File: config.mk
export PLATFORM = sky130hd
export DESIGN_NAME = fib_param
export DESIGN_NICKNAME = d
export VERILOG_FILES = /design/src/rtl/fib_param.sv
export SDC_FILE = /design/constraint.sdc
export NUM_CORES = 1
export LEC_CHECK = 0
export ABC_CLOCK_PERIOD_IN_PS = 3260
export CORE_ASPECT_RATIO = 0.5
export CORE_MARGIN = 2
export CORE_UTILIZATION = 42
export DETAILED_ROUTE_END_ITERATION = 8
export PLACE_DENSITY = 0.72
export SLEW_MARGIN = 10
export SYNTH_ARGS = -nofsm -noshare
export SYNTH_HDL_FRONTEND = slang
export SYNTH_SLANG_ARGS = --single-unit
File: constraint.sdc
create_clock -name clk -period 3.26 [get_ports clk]
set_input_delay 0.652 -clock clk [delete_from_list [all_inputs] [get_ports clk]]
set_output_delay 0.652 -clock clk [all_outputs]
set_load 0.005 [all_outputs]
File: src/rtl/fib_param.sv
// Parametrised iterative Fibonacci engine: one addition per clock, start/ready/done_tick handshake,
// overflow saturation and synchronous abort. Optional term streaming is enabled with FIB_STREAM_EN.
module fib_param #(
    parameter int DATA_W = 32,
    parameter int IDX_W  = 6
) (
    input  logic              clk,
    input  logic              rst,
    input  logic              start,
    input  logic              abort,
    input  logic [IDX_W-1:0]  i,
    output logic              ready,
    output logic              busy,
    output logic              done_tick,
    output logic              ovf,
    output logic [DATA_W-1:0] f
`ifdef FIB_STREAM_EN
    ,
    output logic              term_valid,
    output logic [DATA_W-1:0] term
`endif
);

    typedef enum logic [1:0] {
        IDLE = 2'd0,
        OP   = 2'd1,
        DONE = 2'd2
    } state_t;

    state_t              state_r, state_s;
    logic [DATA_W-1:0]   t0_r, t0_s;
    logic [DATA_W-1:0]   t1_r, t1_s;
    logic [IDX_W-1:0]    n_r, n_s;
    logic                ovf_r, ovf_s;
    logic [DATA_W:0]     sum_s;

    // Carry-extended sum; the top bit flags that the next term does not fit.
    always_comb begin
        sum_s = {1'b0, t1_r} + {1'b0, t0_r};
    end

    // Next-state and datapath update; abort outranks every OP/DONE transition.
    always_comb begin
        state_s = state_r;
        t0_s    = t0_r;
        t1_s    = t1_r;
        n_s     = n_r;
        ovf_s   = ovf_r;
        case (state_r)
            IDLE: begin
                if (start) begin
                    t0_s    = {DATA_W{1'b0}};
                    t1_s    = DATA_W'(1);
                    n_s     = i;
                    ovf_s   = 1'b0;
                    state_s = OP;
                end else begin
                    state_s = IDLE;
                end
            end
            OP: begin
                if (abort) begin
                    ovf_s   = 1'b0;
                    state_s = IDLE;
                end else if (n_r == {IDX_W{1'b0}}) begin
                    t1_s    = {DATA_W{1'b0}};
                    state_s = DONE;
                end else if (n_r == IDX_W'(1)) begin
                    state_s = DONE;
                end else if (sum_s[DATA_W]) begin
                    t1_s    = {DATA_W{1'b1}};
                    ovf_s   = 1'b1;
                    state_s = DONE;
                end else begin
                    t1_s    = sum_s[DATA_W-1:0];
                    t0_s    = t1_r;
                    n_s     = n_r - IDX_W'(1);
                    state_s = OP;
                end
            end
            DONE: begin
                if (abort) begin
                    ovf_s   = 1'b0;
                    state_s = IDLE;
                end else begin
                    state_s = IDLE;
                end
            end
            default: begin
                state_s = IDLE;
            end
        endcase
    end

    // State and datapath registers.
    always_ff @(posedge clk or posedge rst) begin
        if (rst) begin
            state_r <= IDLE;
            t0_r    <= {DATA_W{1'b0}};
            t1_r    <= {DATA_W{1'b0}};
            n_r     <= {IDX_W{1'b0}};
            ovf_r   <= 1'b0;
        end else begin
            state_r <= state_s;
            t0_r    <= t0_s;
            t1_r    <= t1_s;
            n_r     <= n_s;
            ovf_r   <= ovf_s;
        end
    end

    // Handshake flags decode straight from the state register.
    always_comb begin
        ready     = (state_r == IDLE);
        busy      = (state_r == OP);
        done_tick = (state_r == DONE);
        ovf       = ovf_r;
        f         = t1_r;
    end

`ifdef FIB_STREAM_EN
    logic              add_s;
    logic              term_valid_r;
    logic [DATA_W-1:0] term_r;

    // A term is emitted only for an OP cycle that really performs a fitting addition.
    always_comb begin
        add_s = (state_r == OP) && !abort && (n_r > IDX_W'(1)) && !sum_s[DATA_W];
    end

    // Stream register, aligned with the t1 update.
    always_ff @(posedge clk or posedge rst) begin
        if (rst) begin
            term_valid_r <= 1'b0;
            term_r       <= {DATA_W{1'b0}};
        end else begin
            term_valid_r <= add_s;
            if (add_s) begin
                term_r <= sum_s[DATA_W-1:0];
            end else begin
                term_r <= term_r;
            end
        end
    end

    // Stream outputs.
    always_comb begin
        term_valid = term_valid_r;
        term       = term_r;
    end
`endif

endmodule

## Word level (Yosys, flattened, before mapping)

Cells that the tools add are included.
W data, S select, Z words.

- Multiply operators: 0
- Shifts and indexed selects: 0
- Magnitude comparators: 0
- Eq/ne operators: 13
- Bitwise operators: 0
- Reduce and logical (&&, ||, !) cells: 7
- Add/sub/neg operators: 2
- Div/mod/pow operators: 0
- Muxes and demuxes: 31

Operators with widths:

| operator | count |
|---|---|
| $mux W32 | 10 |
| $pmux W32 S2 | 2 |
| $add A32 B32 Y33 | 1 |
| $mux W6 | 5 |
| $ne A2 B2 Y1 const B | 6 |
| $pmux W6 S2 | 1 |
| $reduce_and A6 Y1 | 2 |
| $ne A3 B3 Y1 const B | 3 |
| $mux W2 | 4 |
| $mux W1 | 7 |
| $eq A6 B1 Y1 const B | 1 |
| $logic_not A6 Y1 | 1 |
| $sub A6 B1 Y6 const B | 1 |
| $pmux W2 S2 | 1 |
| $reduce_and A4 Y1 | 1 |
| $ne A3 B2 Y1 const B | 1 |
| $pmux W1 S3 | 1 |
| $reduce_bool A3 Y1 | 1 |
| $eq A2 B1 Y1 const B | 1 |
| $eq A2 B2 Y1 const B | 1 |
| $logic_not A2 Y1 | 1 |
| $reduce_bool A2 Y1 | 1 |

- Memory bits (writable): 0
- Bits in registers: 73
- Word-level logic and storage cells: 58
- Memories: 0
- Bits of input ports: 10
- ROM bits: 0
- Latch bits: 0

## Logic depth before layout (Yosys ltp)

- Word-level depth: 6
- Depth in mapped cells: 13

## Least setup slack after synthesis

No wires, ideal clock.

- Path type: register to register
- From: register t1_r[0], in the netlist f[0]
- To: register t1_r[26], in the netlist f[26]
- Data arrival time: 2482 ps
- Clock period less this slack: 2608 ps
- Path buffers: 0
- Stages on the path, launching flop included: 12
- Setup slack: 652 ps
- Cell sequence: dfrtp_1 ha_1 inv_1 fa_1 nand2b_1 a21oi_2 o31ai_4 nand3_1 a311oi_1 o21ai_0 xnor2_1 a221o_1

- Cells in the longest elaborated chain, start to end: 6

Ends and longest elaborated chain:

| what | line | RTL |
|---|---|---|
| start, declared | 32 | `logic [DATA_W-1:0] t1_r, t1_s;` |
| start signal, assigned | 100 | `t1_r <= {DATA_W{1'b0}};` |
| start signal, assigned | 106 | `t1_r <= t1_s;` |
| $add A32 B32 Y33 | 39 | `sum_s = {1'b0, t1_r} + {1'b0, t0_r};` |
| $mux W32 | 70 | `end else if (sum_s[DATA_W]) begin` |
| $mux W32 | 68 | `end else if (n_r == IDX_W'(1)) begin` |
| $mux W32 | 65 | `end else if (n_r == {IDX_W{1'b0}}) begin` |
| $mux W32 | 62 | `if (abort) begin` |
| $pmux W32 S2 | 49 | `case (state_r)` |

No other way between the ends. The select of a mux whose other input is x is not followed.
A chain may end at the register's enable or synchronous reset.

## Final worst setup path

- From: register t1_r[0], in the netlist f[0]
- To: register t1_r[0], in the netlist f[0]

Same word-level chain as after synthesis.

==> metrics.md <==
| Metric | Value |
|---|---|
| Outcome | `completed` |
| FP Rows | `28` |
| Avg Cell Area, Syn | `8.520 um^2` |
| Nets | `675` |
| EDFF count, synth | `0` |
| Cell count after synthesis | `587` |
| Worst slew pin tran | `0.6124 ns` |
| Initial antenna violation count | `0` |
| WP buf/inv | `2` |
| Num Clock Sinks | `73` |
| Critical path launch point type | `flop` |
| Max VDD drop | `0.0002551 V` |
| Routability cong. | `0.8793` |
| CP Data Required Time | `3.50 ns` |
| Cell Count, Final, Fillers Out | `800` |
| Max-slew violations | `0` |
| Synth Flop Type | `dfrtp_1` |
| Critical-path cell list | `ha_1, inv_1, fa_1, nand2b_1, a21oi_2, o31ai_4, a211oi_4, o211ai_4, nand2_1, buf_4, nor2_1, o31ai_1` |
| Sequential area share after synthesis | `0.3653` |
| Yosys warns | `0` |
| CTS tree | `yes` |
| DR vias | `4356` |
| Max-Cap Viols | `0` |
| CP delay by family, top | `compound AO/OA/AOI/OAI gates` |
| DRT Pass-1 Iters | `5` |
| CP max stage cell | `dfrtp_1` |
| N_diodes | `0` |
| Post-DRT Antenna Nets | `0` |
| Hpwl dp | `8.434 mm` |
| Count leader, synth | `nand2_1` |
| Pwr Total | `3.086 mW` |
| Post-synth top cells | `nand2_1, dfrtp_1, o21ai_0, a21oi_1` |
| # DRC | `0` |
| Worst Setup End Kind | `flop` |
| Die X | `158.3 um` |
| Crit Path Category | `reg2reg` |
| CP max stage delay | `0.38 ns` |
| Routed WL | `12.50 mm` |
| FFs w/ async S/R, synth | `1.000` |
| Largest net degree at the start of global routing | `46` |
| Gr usage total | `0.2017` |
| Drt via density | `5.445` |
| FF+latch count, synth | `73` |
| R2R Path Start | `f[0]$_DFFE_PP0P_` |
| Arr. time, crit path | `3.32 ns` |
| Fillers | `1083` |
| Core area | `11700 um^2` |
| IO Port Bufs | `45` |
| Cell variety after synth | `68` |
| CTS resizes | `0` |
| Die height | `81.16 um` |
| CTS Root Cell | `clkbuf_16` |
| Hold Path Origin | `t0_r[10]$_DFFE_PP0P_` |
| Setup violators final | `0` |
| Leak pwr | `2.723 nW` |
| Critical Path Start | `f[0]$_DFFE_PP0P_` |
| Ranking of synthesized cells by area | `dfrtp_1, nand2_1, ha_1` |
| Fin crit share | `0.9435` |
| Worst skew pair latency | `0.34 ns` |
| Post-synth top area share | `0.3653` |
| Clock-pin slew on the worst setup and hold paths | `0.06 ns` |
| Area of the multi-input gates | `2948 um^2` |
| CP Max Fanout | `19` |
| Final Skew | `0.007595 ns` |
| PwrDens | `518.6 nW/um^2` |
| Setup TNS | `0 ns` |
| Hold WC Path Type | `reg2reg` |
| Clk buf depth | `2` |
| Initial core utilization | `0.4274` |
| H-tree levels | `3` |
| Post-synth top area cell | `dfrtp_1` |
| Synth-to-layout area growth | `18.96%` |
| Num CTS Buffers | `9` |
| Worst hold slack | `0.5239 ns` |
| Synthesized Nets | `632` |
| M1 GR Usage | `0.2832` |
| Post-Place Cells | `783` |
| First-pass GRT wire length | `20.53 mm` |
| Overall die area | `12850 um^2` |
| Met2 Use GR | `0.3109` |
| Top Usage Layer GRT | `met2` |
| Max Freq | `325.1 MHz` |
| Fraction of layout cells with a size suffix above 1 | `0.1024` |
| Util after Layout | `0.5084` |
| Initial DRC Count | `396` |
| Io pins | `46` |
| Reg area | `1827 um^2` |
| Mapped Area | `5001 um^2` |
| Wire length per cell | `15.62 um` |
| Max-slew headroom | `0.5902` |
| GR Util met3 | `0.05069` |
| Final count of hold timing violations | `0` |
| Vias in the first global route | `4148` |
| RSZ-0062 raised after global routing | `false` |
| Final min period | `3.076 ns` |
| Remaining Overflow, GRT | `0` |
[flip-flops by register name (all words and copies together) (netlist names)]
register  count
n_r           6
state_r       2
t0_r         32
ovf           1
f            32
[layout by cell type, fill, tap and decap left out, types with 3 or more instances in the layout]
| cell | Yosys | layout |
|---|---|---|
| nand2_1 | 126 | 126 |
| dfrtp_1 | 73 | 73 |
| clkdlybuf4s50_1 | 0 | 45 |
| o21ai_0 | 43 | 43 |
| a21oi_1 | 42 | 42 |
| nor2_1 | 34 | 34 |
| ha_1 | 34 | 34 |
| o21ai_1 | 28 | 28 |
| inv_1 | 17 | 16 |
| o21ai_2 | 14 | 14 |
| xnor2_1 | 14 | 14 |
| a21o_1 | 12 | 12 |
| xor2_1 | 11 | 11 |
| buf_4 | 1 | 11 |
| nand4_1 | 9 | 9 |
| clkbuf_16 | 0 | 9 |
| nand3_1 | 8 | 8 |
| nor3_1 | 8 | 8 |
| nand2b_1 | 7 | 7 |
| a31oi_1 | 6 | 6 |
| o21bai_1 | 6 | 6 |
| a211oi_1 | 4 | 4 |
| or3_1 | 3 | 3 |
| a21oi_2 | 3 | 3 |
| and3_1 | 3 | 3 |
| and4_1 | 3 | 3 |
| nand3b_1 | 3 | 3 |
| o21a_1 | 3 | 3 |
| inv_2 | 2 | 3 |
| a221oi_2 | 3 | 3 |
| o22ai_1 | 3 | 3 |
| clkbuf_8 | 0 | 3 |
| bufinv_16 | 0 | 3 |
[worst min-delay path, stage by stage, from the launching register on]
cell     delay (ns)
dfrtp_1        0.38
nand2_1        0.06
o21ai_1        0.05
[power breakdown]
group	total (mW)	internal [mW]	switching (mW)
combinational	0.809	0.286	0.524
clock	1.20	0.810	0.395
sequential	1.07	0.981	0.0898
total	3.09	2.08	1.01
[metrics by stage]
| stage | worst slack [ns] | cell area (um^2) |
|---|---|---|
| after floorplan | 0.6523 | 5001 |
| after global placement | 0.2621 | 5578 |
| after detailed placement | 0.1698 | 5578 |
| after CTS | 0.1376 | 5942 |
| after global routing | 0.01379 | 5949 |
| final | 0.1841 | 5949 |
[metal layers]
metal  vias up  wire length [um]
met3        17               732
met5         -                 0
met2       125              5374
met1      2041              6259
met4         0               129
li1       2173                 -
[worst paths after layout]
check                                        to  slack, ns  cells past startpoint
setup / recovery               f[0]$_DFFE_PP0P_       0.18                     12
hold / removal             t0_r[10]$_DFFE_PP0P_       0.52                      2
setup reg to reg               f[0]$_DFFE_PP0P_       0.18                     12
hold reg to reg            t0_r[10]$_DFFE_PP0P_       0.52                      2
max in group asynchronous   t0_r[3]$_DFFE_PP0P_       2.07                      3
min in group asynchronous  t0_r[21]$_DFFE_PP0P_       0.70                      3
[cell families (layout without fill, tap and decap cells)]
group	after synthesis	count (layout)	share of synthesized area
muxes	1	1	0.002002
xor gates and xnor gates	25	25	0.04378
adders and majority gates	35	35	0.08907
and+or+nand+nor	216	217	0.1916
DFF	73	73	0.3653
AOI/OAI and AO/OA	193	193	0.2615
buffers and inverters	44	91	0.04678
[timing repair]
item	CTS	global route
endpoints found under the setup margin	0	14
setup buffers	0	0
hold buffers	0	0
[final cells by class]
cell class	count	area share
multi-input cells	471	0.4955
inverters	19	0.01199
well taps	165	0.03470
clock inverters	4	0.01640
flip-flops and latches	73	0.3070
clock buffers	12	0.04479
repair buffers	56	0.08959
Note: power is estimated with default switching activity, not from simulation.
